`src/rtl/mov_seq_gen.sv`:
```
// Breaks a 64-bit constant into a MOVZ/MOVK sequence, one halfword per op,
// handed to a consumer over a valid/ready channel.
module mov_seq_gen #(
  parameter bit SKIP_ZERO = 1'b1
) (
  input  logic        clk,
  input  logic        reset,
  input  logic        start_valid,
  output logic        start_ready,
  input  logic [63:0] value,
  input  logic [4:0]  rd,
  output logic        op_valid,
  input  logic        op_ready,
  output logic        op_movk,
  output logic [1:0]  op_shamt,
  output logic [15:0] op_imm16,
  output logic [4:0]  op_rd,
  output logic        op_last,
  output logic        done,
  output logic [2:0]  op_count
);

  typedef enum logic {IDLE, EMIT} state_t;

  state_t      state, state_next;
  logic [63:0] val_q;
  logic [4:0]  rd_q;
  logic [3:0]  mask_q;
  logic [1:0]  cur_q;
  logic        first_q;
  logic [2:0]  cnt_q;
  logic        alive_q;
  logic        done_q;
  logic [2:0]  count_q;

  logic [3:0]  mask_in;
  logic [1:0]  first_idx;
  logic [1:0]  next_idx;
  logic        has_higher;
  logic        accept;
  logic        xfer;

  // An all-zero constant still needs one MOVZ so the register is cleared.
  always_comb begin
    mask_in = 4'b1111;
    if (SKIP_ZERO) begin
      for (int k = 0; k < 4; k++) begin
        mask_in[k] = (value[16*k +: 16] != 16'h0000);
      end
      if (value == 64'h0) mask_in = 4'b0001;
    end
  end

  always_comb begin
    first_idx = 2'd0;
    for (int k = 3; k >= 0; k--) begin
      if (mask_in[k]) first_idx = 2'(k);
    end
  end

  always_comb begin
    next_idx   = cur_q;
    has_higher = 1'b0;
    for (int k = 3; k >= 0; k--) begin
      if (k > int'(cur_q) && mask_q[k]) begin
        next_idx   = 2'(k);
        has_higher = 1'b1;
      end
    end
  end

  assign start_ready = alive_q && (state == IDLE);
  assign op_valid    = (state == EMIT);
  assign op_movk     = op_valid && !first_q;
  assign op_shamt    = op_valid ? cur_q : 2'd0;
  assign op_imm16    = op_valid ? val_q[{cur_q, 4'b0000} +: 16] : 16'h0000;
  assign op_rd       = op_valid ? rd_q : 5'd0;
  assign op_last     = op_valid && !has_higher;
  assign done        = done_q;
  assign op_count    = count_q;

  assign accept = start_valid && start_ready;
  assign xfer   = op_valid && op_ready;

  always_comb begin
    state_next = state;
    case (state)
      IDLE: if (accept) state_next = EMIT;
      EMIT: if (xfer && op_last) state_next = IDLE;
      default: state_next = IDLE;
    endcase
  end

  always_ff @(posedge clk or negedge reset) begin
    if (!reset) state <= IDLE;
    else        state <= state_next;
  end

  // alive_q keeps start_ready low until the first edge after reset release.
  always_ff @(posedge clk or negedge reset) begin
    if (!reset) begin
      val_q   <= 64'h0;
      rd_q    <= 5'd0;
      mask_q  <= 4'b0000;
      cur_q   <= 2'd0;
      first_q <= 1'b0;
      cnt_q   <= 3'd0;
      alive_q <= 1'b0;
      done_q  <= 1'b0;
      count_q <= 3'd0;
    end else begin
      alive_q <= 1'b1;
      done_q  <= 1'b0;
      if (accept) begin
        val_q   <= value;
        rd_q    <= rd;
        mask_q  <= mask_in;
        cur_q   <= first_idx;
        first_q <= 1'b1;
        cnt_q   <= 3'd0;
      end
      if (xfer) begin
        first_q <= 1'b0;
        cnt_q   <= cnt_q + 3'd1;
        cur_q   <= next_idx;
        if (op_last) begin
          done_q  <= 1'b1;
          count_q <= cnt_q + 3'd1;
        end
      end
    end
  end

endmodule

```
`config.mk`:
```
export PLATFORM = sky130hd
export DESIGN_NAME = mov_seq_gen
export DESIGN_NICKNAME = d
export VERILOG_FILES = /design/src/rtl/mov_seq_gen.sv
export SDC_FILE = /design/constraint.sdc
export NUM_CORES = 1
export LEC_CHECK = 0
export ABC_AREA = 1
export ABC_CLOCK_PERIOD_IN_PS = 1300
export CAP_MARGIN = 10
export CORE_ASPECT_RATIO = 2
export CORE_MARGIN = 4
export CORE_UTILIZATION = 25
export DETAILED_ROUTE_END_ITERATION = 6
export HOLD_SLACK_MARGIN = 0.06
export PLACE_DENSITY = 0.46
export SYNTH_ARGS = -nofsm -noshare
export SYNTH_HDL_FRONTEND = slang
export SYNTH_SLANG_ARGS = --single-unit
```
`constraint.sdc`:
```
create_clock -name clk -period 1.3 [get_ports clk]
set_input_delay 0.195 -clock clk [delete_from_list [all_inputs] [get_ports clk]]
set_output_delay 0.195 -clock clk [all_outputs]
set_load 0.01 [all_outputs]
```
Word level (Yosys, flattened, before mapping)

Index checks and enable logic that the tools add are counted.

Register bits: 85
Input bits: 73
Output and inout bits: 31
Logic and storage cells: 61

Add/subtract/negate cells: 1
Magnitude comparators: 3
Equal/unequal tests: 1
Shift operators: 1
Mux-type cells: 25
Bitwise operators: 1
Reduce and logical (&&, ||, !) cells: 19

Operator list:

| cell                  | number |
|---|---|
| $logic_not A64 Y1     | 1 |
| $reduce_bool A16 Y1   | 4 |
| $shiftx A64 B7 Y16    | 1 |
| $mux W2               | 10 |
| $mux W16              | 1 |
| $logic_and A1 B1 Y1   | 9 |
| $mux W1               | 9 |
| $mux W3               | 2 |
| $mux W5               | 1 |
| $gt A2 B2 Y1 const A  | 2 |
| $mux W4               | 1 |
| $ne A4 B1 Y1 const B  | 1 |
| $reduce_and A2 Y1     | 2 |
| $add A3 B1 Y3 const B | 1 |
| $gt A1 B2 Y1 const A  | 1 |
| $logic_not A1 Y1      | 2 |
| $pmux W1 S2           | 1 |
| $reduce_bool A2 Y1    | 1 |
| $not A1 Y1            | 1 |

Longest topological paths before layout

Gate-level depths: netlist of the first run.

Word-level depth: 10
Depth in mapped cells: 10
Gate-level depth less buffers: 9

Worst setup path after synthesis of the first run

No wires, ideal clock.

Path kind: reg2out
Start point: register cur_q[0]
End point: output port op_imm16[0]
Arrival time: 1144 ps
Slack: -39 ps
Cell stages (with the launch flop): 6
Cell sequence: dfrtp_1 > buf_4 > nor2_8 > buf_4 > nand2_1 > a31oi_1

Word-level cells in the longest chain between the ends: 2

RTL lines:

| item                     | line | RTL |
|---|---|---|
| start: declaration       | 29   | `logic [1:0] cur_q;` |
| start signal: assignment | 118  | `cur_q <= first_idx;` |
| start signal: assignment | 125  | `cur_q <= next_idx;` |
| $shiftx A64 B7 Y16       | 76   | `assign op_imm16 = op_valid ? val_q[{cur_q, 4'b0000} +: 16] : 16'h0000;` |
| $mux W16                 | 76   |  |
| end: declaration         | 16   | `output logic [15:0] op_imm16,` |

No other way between the ends.

Final worst setup path of the first run

Start point: register cur_q[0]
End point: output port op_imm16[5]

The elaborated chain is that of the path after synthesis.

==> flow_summary.json, run 1 <==
{
  "drtIter0Drc": 182,
  "tightest_slew_ns": 0.882,
  "wl_met2_mm": 9.30,
  "gp_congestion": 0.803,
  "port_buffers": 103,
  "worstPathRequired_ns": 1.11,
  "path_class": "reg2out",
  "slew_violations": 0,
  "area.growth.synth_to_final_pct": 94.0,
  "status": "finished, violations left",
  "syn_area_um2": 4270,
  "yosys_warnings": 0,
  "power.density_nw_per_um2": 2220,
  "antenna_left": 0,
  "antenna_found_initial": 0,
  "critPathMaxStageDelay_ns": 0.50,
  "setup_viol": 110,
  "initial_utilization_pct": 25.5,
  "grt_usage_pct": 15.5,
  "cts-root-buf": "clkbuf_16",
  "die_height_um": 193,
  "routed_wl_mm": 16.0,
  "total_power_mw": 18.4,
  "cp_slowest_cell": "dfrtp_2",
  "vdd_ir_drop_max_mv": 0.867,
  "end_kind": "output pin",
  "drive_gt1_share_pct": 52.7,
  "async_flop_share_pct": 100,
  "drt-wirelength-per-cell_um": 16.3,
  "ys.flop_type": "dfrtp_1",
  "start_kind": "flop",
  "top_layer_used": "met4",
  "first_global_vias": 4555,
  "via_per_inst": 4.51,
  "dieArea_um2": 19400,
  "cp_cell_sequence": "buf_12 > nor2_8 > buf_4 > a22oi_1 > a21oi_2 > buf_2",
  "ys_ff_latch": 84,
  "m1WireLength_mm": 5.59,
  "path_max_fanout": 6,
  "ys_seq_area_share_pct": 49.2,
  "cts-buffers-inserted": 9,
  "avgSynthCellArea_um2": 8.02,
  "ys_types": 30,
  "dp_cells": 910,
  "min_path_type": "in2reg",
  "finalWorstSetupSlack_ns": -0.645,
  "coreArea_um2": 16800,
  "rsz0062_at_grt": "true",
  "clock-sinks": 84,
  "slew_headroom_pct": 41.1,
  "syn_inst": 533,
  "finalCritPeriodShare_pct": 150,
  "grt-ovfl-total": 0,
  "violations": "setup timing",
  "syn-num-nets": 607,
  "p_leak_nw": 3.99,
  "cap_viol_max_count": 0,
  "rows": 67,
  "min_period_ns": 1.94,
  "worstPathArrival_ns": 1.75,
  "h-tree-depth": 3,
  "instances_no_fill": 983,
  "clk_path_buf_depth": 2,
  "vias": 4433,
  "dpl.hpwl_mm": 10.1,
  "hold_viol": 0,
  "clock_latency_ns": 0.34,
  "first_pass_iters": 4,
  "cts_tree": "yes",
  "synth_edf_count": 0,
  "max_freq_mhz": 514,
  "fp.dieW_um": 100,
  "skew_ns": 0.00549,
  "io_pins": 104,
  "grt_first_pass_wirelength_mm": 23.2,
  "clk_pin_slew_ns": 0.06,
  "fin_nets": 845,
  "drc_errors": 0,
  "route.met3.wl_um": 434,
  "grt_max_degree": 85,
  "n_antenna_cell": 0
}
==> power breakdown <==
| part | internal, mW | leakage, nW | switching [mW] |
|---|---|---|---|
| Combinational | 5.38 | 2.78 | 4.82 |
| Sequential | 3.84 | 1.04 | 1.32 |
| Clock | 1.98 | 0.173 | 1.02 |
==> repair_timing <==
item                                    CTS  global route
hold endpoints to repair                 84             0
pin swaps                                23            68
endpoints found under the setup margin  112           110
buffers inserted                         23            17
cloned                                    9            13
gates resized for setup                 230           240
hold buffers                              1             0
==> kinds of logic after synthesis <==
| kind of cell | after synthesis | share of synthesized area, % |
|---|---|---|
| and+or+nand+nor | 294 | 28.2 |
| DFF | 84 | 49.2 |
| AOI/OAI and AO/OA | 83 | 12.4 |
| buffers and inverters | 69 | 9.63 |
| xor gates and xnor gates | 1 | 0.205 |
| adders and majority gates | 1 | 0.293 |
| other | 1 | 0.0878 |
==> flip-flops by register name (all words and copies together) (netlist names), 2 cells and up <==
register	count
cur_q	2
cnt_q	3
mask_q	3
val_q	64
rd_q	5
op_count	3
==> layout make-up <==
type	instances	area, um2
repair buffers	247	2660
multi-input cells	384	2690
inverters	45	224
flip-flops and latches	84	2100
fillers	1566	8480
clock buffers	12	256
well taps	207	259
clock inverters	4	95.1
==> cells in the final DEF (no fill, tap or decap), drive strengths merged, types with 2 or more instances in the layout <==
master	instances
dfrtp	84
a31oi	3
o21ai	50
nand2	218
buf	161
nor2	72
a22oi	13
clkdlybuf4s50	70
clkinv	2
bufinv	3
dlygate4sd2	4
inv	44
nand3	3
a21oi	16
clkbuf	22
nand4	4
==> path summary, 6_finish.rpt <==
check                           from     endpoint  slack [ns]  depth (start not counted)
setup / recovery            cur_q[0]  op_imm16[5]       -0.64                          6
hold / removal                 rd[1]      rd_q[1]        0.42                          3
setup reg to reg            cur_q[0]     cur_q[0]       -0.40                         12
hold reg to reg            val_q[25]    val_q[25]        0.48                          2
max in group asynchronous      reset     cur_q[1]        0.46                          3
min in group asynchronous      reset      alive_q        0.43                          3
==> metal layers <==
metal,up-vias,global-route usage (%)
li1,2155,-
met1,2140,16.3
met2,102,29.7
met3,36,2.03
met4,0,7.16
met5,-,0
==> synthesized netlist by cell type (3+ instances only) <==
library cell | number | area, um2
o21ai_0 | 21 | 105
o21ai_1 | 9 | 45.0
a22oi_1 | 13 | 97.6
nand4_1 | 4 | 25.0
a31oi_1 | 3 | 18.8
a21oi_1 | 16 | 80.1
inv_2 | 5 | 18.8
o21ai_2 | 20 | 175
dfrtp_1 | 84 | 2100
nand2_4 | 3 | 33.8
nor2_1 | 68 | 255
buf_6 | 18 | 203
nand2_1 | 210 | 788
inv_1 | 39 | 146
==> critical path: cells and delay by family, from the launching register on <==
family                 cells  cell delay, ns
buffers and inverters      3            0.49
AOI/OAI and AO/OA          2            0.26
DFF                        1            0.50
and+or+nand+nor            1            0.16
==> metrics by stage <==
stage          TNS (ns)  setup WS (ns)  util [%]  hold slack (ns)  instance area (um2)
2_1_floorplan    -0.134        -0.0157         -           -0.101                 4300
3_3_place_gp     -21.70         -0.638      36.5            0.260                 6120
3_5_place_dp     -22.66         -0.671      36.5            0.270                 6120
4_1_cts          -21.92         -0.590      42.7            0.408                 7160
5_1_grt          -35.64         -0.687      49.4            0.443                 8290
6_report         -29.63         -0.645      49.4            0.416                 8290
Power figures use the tool's default switching activity.
==> inputs of run 2 (changes only) <==
- SKIP_LAST_GASP: unset -> 1
==> run 2 against run 1 <==
Net effect: the flow still finishes with violations (setup timing); largest power group unchanged; count of clock-buffer cells in the layout unchanged; wire length down 2.3%; final cell count down 0.51%; fmax up 2.4%; largest cell class unchanged; highest routed layer unchanged; core utilization down 0.51 points; die area unchanged; global-route usage unchanged; combinational power down 5%; critical path depth unchanged.
==> flow_summary.json, run 2 (synthesized netlist as in run 1, its figures left out) <==
{
  "die_height_um": 193,
  "clock_latency_ns": 0.34,
  "worstPathArrival_ns": 1.70,
  "hold_viol": 0,
  "m1WireLength_mm": 5.54,
  "grt_usage_pct": 15.5,
  "post-route-util_pct": 48.9,
  "drtIter0Drc": 141,
  "max_freq_mhz": 526,
  "path_max_fanout": 7,
  "top_regs": "val_q: 64 flops, rd_q: 5 flops",
  "rows": 67,
  "tightest_slew_ns": 0.608,
  "vdd_ir_drop_max_mv": 0.822,
  "critPathMaxStageDelay_ns": 0.49,
  "clk_path_buf_depth": 2,
  "cap_viol_max_count": 0,
  "gp_congestion": 0.803,
  "dpl.hpwl_mm": 10.1,
  "n_antenna_cell": 0,
  "vias": 4333,
  "grt-ovfl-total": 0,
  "violations": "setup timing",
  "drc_errors": 0,
  "route.met3.wl_um": 441,
  "path_class": "reg2out",
  "regMostFlops": "val_q",
  "slew_violations": 0,
  "fp.dieW_um": 100,
  "io_pins": 104,
  "cp_cell_sequence": "buf_12 > nor2_8 > buf_4 > a22oi_2 > a21oi_2 > buf_2",
  "h-tree-depth": 3,
  "cp_slowest_cell": "dfrtp_2",
  "cts_tree": "yes",
  "skew_ns": 0.00574,
  "min_period_ns": 1.90,
  "grt_max_degree": 85,
  "end_kind": "output pin",
  "finalWorstSetupSlack_ns": -0.600,
  "clock-sinks": 84,
  "rsz0062_at_grt": "true",
  "p_leak_nw": 4.08,
  "fin_nets": 840,
  "finalCritPeriodShare_pct": 146,
  "fillers": 1596,
  "status": "finished, violations left",
  "drive_gt1_share_pct": 51.8,
  "cts-buffers-inserted": 9,
  "worstPathRequired_ns": 1.11,
  "slew_headroom_pct": 59.4,
  "via_per_inst": 4.43,
  "pre_cts_ws_ns": -0.671,
  "initial_utilization_pct": 25.5,
  "first_global_vias": 4547,
  "port_buffers": 103,
  "first_pass_iters": 4,
  "antenna_found_initial": 0,
  "routed_wl_mm": 15.7,
  "final_common_cell": "nand2_1",
  "start_kind": "flop",
  "dieArea_um2": 19400,
  "total_power_mw": 17.7,
  "antenna_left": 0,
  "cts-root-buf": "clkbuf_16",
  "largest_reg_flops": 64,
  "drt-wirelength-per-cell_um": 16.0,
  "coreArea_um2": 16800,
  "grt_first_pass_wirelength_mm": 23.2,
  "final_cell_mix": "93 x nand2_1, 82 x dfrtp_1, 73 x buf_4",
  "setup_viol": 109,
  "wl_met2_mm": 9.06,
  "clk_pin_slew_ns": 0.06,
  "power.density_nw_per_um2": 2160,
  "min_path_type": "in2async",
  "top_layer_used": "met4",
  "area.growth.synth_to_final_pct": 92.0
}
==> run 2: cell count changes in the layout (fill, tap and decap cells not counted), sizes merged <==
cell,change
clkbuf,-1
nand2,-1
dlymetal6s2s,-1
buf,-3
clkdlybuf4s50,+1
==> run 2: worst paths after layout <==
kind                                to  cells past startpoint      start  slack [ns]
min reg2reg                  val_q[31]                      2  val_q[31]        0.48
max                        op_imm16[1]                      6   cur_q[0]       -0.60
min in group clk             val_q[62]                      3  value[62]        0.43
max in group asynchronous     cur_q[1]                      3      reset        0.49
min                            alive_q                      3      reset        0.41
max reg2reg                  val_q[17]                      9   op_valid       -0.28
==> run 2: layout make-up <==
| class | count | area (um2) | share of cell area, % |
|---|---|---|---|
| clock buffer | 12 | 256 | 3.13 |
| clock inverter | 4 | 95.1 | 1.16 |
| inverter | 45 | 230 | 2.81 |
| multi-input combinational | 383 | 2670 | 32.6 |
| sequential | 84 | 2100 | 25.7 |
| tap | 207 | 259 | 3.16 |
| timing repair buffer | 243 | 2580 | 31.5 |
==> run 2: worst max-delay path, delay by kind of cell (launching register included) <==
family | cells | cell delay (ns)
buffers and inverters | 3 | 0.47
AND/OR/NAND/NOR | 1 | 0.18
AO/OA/AOI/OAI | 2 | 0.23
flip-flops | 1 | 0.49
==> run 2: timing repair <==
action	CTS	global route
endpoints found under the hold margin	84	0
cloned	9	9
gates resized for setup	189	279
hold buffers	1	0
endpoints found under the setup margin	112	110
setup buffers	23	16
pin swaps	21	65
==> run 2: power breakdown <==
group	switching, mW	internal (mW)	total, mW
combinational	4.71	5.02	9.73
clock	1.02	1.98	3.00
sequential	1.12	3.84	4.96
total	6.85	10.8	17.7
==> run 2: through the flow <==
stage	instances	area, um2	setup TNS [ns]	hold slack, ns
finish	978	8200	-28.70	0.414
global route	978	8200	-34.30	0.436
CTS	959	7110	-23.47	0.408
detailed placement	910	6120	-22.66	0.270
global placement	910	6120	-21.70	0.260
floorplan	533	4300	-0.134	-0.101
==> run 2: metal layers <==
layer  track usage, %  up-vias
met5                0        -
met4             7.16        0
met3             2.03       31
met2             29.5       94
met1             16.4     2070
li1                 -     2138
==> inputs of run 3 (changes only) <==
- CORE_MARGIN: 4 -> 3
- CORE_UTILIZATION: 25 -> 32
- PLACE_DENSITY: 0.46 -> 0.56
==> run 3 against run 2 <==
Net effect: the run still ends with setup timing left; critical path depth unchanged; first-iteration DRC count increased by 100%; register-to-register slack got worse by 0.06 ns; combinational power decreased by 11%; global-route usage increased by 4.3 points; critical endpoint is now op_imm16[3]; largest cell class unchanged.
==> flow_summary.json, run 3 (synthesized netlist as in run 1, its figures left out) <==
{
  "dpl.hpwl_mm": 9.27,
  "n_antenna_cell": 0,
  "drt-wirelength-per-cell_um": 16.6,
  "grt_max_degree": 85,
  "first_pass_iters": 4,
  "worst_hold_slack_ns": 0.407,
  "post-route-util_pct": 59.4,
  "regToRegEndpoint": "val_q[17]",
  "hold_viol": 0,
  "first_global_vias": 4251,
  "cts-root-buf": "clkbuf_16",
  "worstPathRequired_ns": 1.11,
  "rows": 59,
  "clk_path_buf_depth": 2,
  "end_kind": "output pin",
  "cts-buffers-inserted": 9,
  "worstPathArrival_ns": 1.60,
  "reg2reg_slack_ns": -0.34,
  "dp_cells": 837,
  "initial_utilization_pct": 32.7,
  "finalWorstSetupSlack_ns": -0.496,
  "routed_wl_mm": 14.9,
  "clock-sinks": 84,
  "path_class": "reg2out",
  "instances_no_fill": 902,
  "die_height_um": 169,
  "tightest_slew_ns": 0.843,
  "r2r-start": "op_valid",
  "grt_first_pass_wirelength_mm": 22.2,
  "power_frac_clock_pct": 15.1,
  "largest_reg_flops": 64,
  "slew_headroom_pct": 43.8,
  "clock_latency_ns": 0.35,
  "crit_end": "op_imm16[3]",
  "finalCritPeriodShare_pct": 138,
  "min_period_ns": 1.80,
  "p_sw_mw": 6.44,
  "rsz0062_at_grt": "true",
  "setup_viol": 109,
  "io_pins": 104,
  "place_area_um2": 5950,
  "final_common_cell": "nand2_1",
  "drtIter0Drc": 283,
  "reg2regPathDepth": 10,
  "vdd_ir_drop_max_mv": 0.914,
  "slew_violations": 0,
  "antenna_left": 0,
  "drc_errors": 0,
  "crit_path_start": "cur_q[0]",
  "final_cell_mix": "117 x nand2_1, 82 x dfrtp_1, 70 x clkdlybuf4s50_1",
  "via_per_inst": 4.75,
  "clk_pin_slew_ns": 0.06,
  "port_buffers": 103,
  "skew_ns": 0.00972,
  "grt-ovfl-total": 0,
  "p_int_mw": 9.55,
  "violations": "setup timing",
  "total_power_mw": 16.0,
  "cap_viol_max_count": 0,
  "sw_frac_of_total_pct": 40.3,
  "min_path_type": "in2async",
  "seq_power_share_pct": 30.6,
  "power.density_nw_per_um2": 2060,
  "drive_gt1_share_pct": 44.8,
  "start_kind": "flop",
  "dieArea_um2": 14900,
  "regMostFlops": "val_q",
  "h-tree-depth": 3,
  "fin_nets": 819,
  "p_leak_nw": 3.92,
  "fin_tns_setup_ns": -28.82,
  "status": "finished, violations left",
  "fillers": 1125,
  "antenna_found_initial": 0,
  "pre_cts_ws_ns": -0.652,
  "top_regs": "val_q: 64 flops, rd_q: 5 flops",
  "coreArea_um2": 13100,
  "path_max_fanout": 5,
  "fp.dieW_um": 87.7,
  "final_area_um2": 7760,
  "power_frac_comb_pct": 54.3,
  "grt_usage_pct": 19.8,
  "cts_tree": "yes",
  "gp_congestion": 0.898,
  "max_freq_mhz": 557,
  "vias": 4287,
  "area.growth.synth_to_final_pct": 81.6
}
run 3: routing by layer:
| metal | wire, um | track usage (%) | up-vias |
|---|---|---|---|
| met1 | 5750 | 23.3 | 2076 |
| met5 | 0 | 0 | - |
| met2 | 8380 | 34.6 | 94 |
| li1 | - | - | 2095 |
| met4 | 383 | 8.22 | 0 |
| met3 | 427 | 3.64 | 22 |
run 3: power groups by stage:
stage          clock network [mW]  registers, mW  logic, mW
5_1_grt                      2.56           5.03       9.41
4_1_cts                      2.43           4.69       7.60
2_1_floorplan                   0           4.40       3.65
3_5_place_dp                    0           4.62       6.39
6_report                     2.41           4.89       8.69
3_3_place_gp                    0           4.63       6.31
run 3: area by class of cell:
class | instances | area, um2 | share of cell area, %
multi-input combinational | 383 | 2510 | 32.4
timing repair buffer | 222 | 2480 | 32.0
sequential | 84 | 2100 | 27.1
clock buffer | 12 | 246 | 3.18
inverter | 45 | 201 | 2.60
tap | 152 | 190 | 2.45
clock inverter | 4 | 25.0 | 0.322
run 3: how the worst min path moves through the flow:
stage                         start  depth (start not counted)          end  slack (ns)
final                         reset                          3  op_count[1]        0.41
after global routing      value[43]                          3    val_q[43]        0.42
after CTS                     rd[2]                          3      rd_q[2]        0.39
after detailed placement      reset                          2  op_count[2]        0.26
after global placement        reset                          2  op_count[2]        0.27
after floorplan               reset                          0      alive_q       -0.10
run 3: timing repair:
| item | CTS | global route |
|---|---|---|
| setup endpoints to repair | 109 | 110 |
| hold buffers | 1 | 0 |
| gates cloned | 17 | 6 |
| pin swaps | 21 | 57 |
| endpoints found under the hold margin | 84 | 0 |
| setup buffers | 15 | 16 |
| gates resized for setup | 152 | 209 |
run 3: worst max-delay path: stages (launching register included):
cell	delay (ns)
dfrtp_2	0.44
buf_12	0.14
nor2_8	0.15
buf_4	0.14
a22oi_2	0.05
a21oi_2	0.17
buf_2	0.17
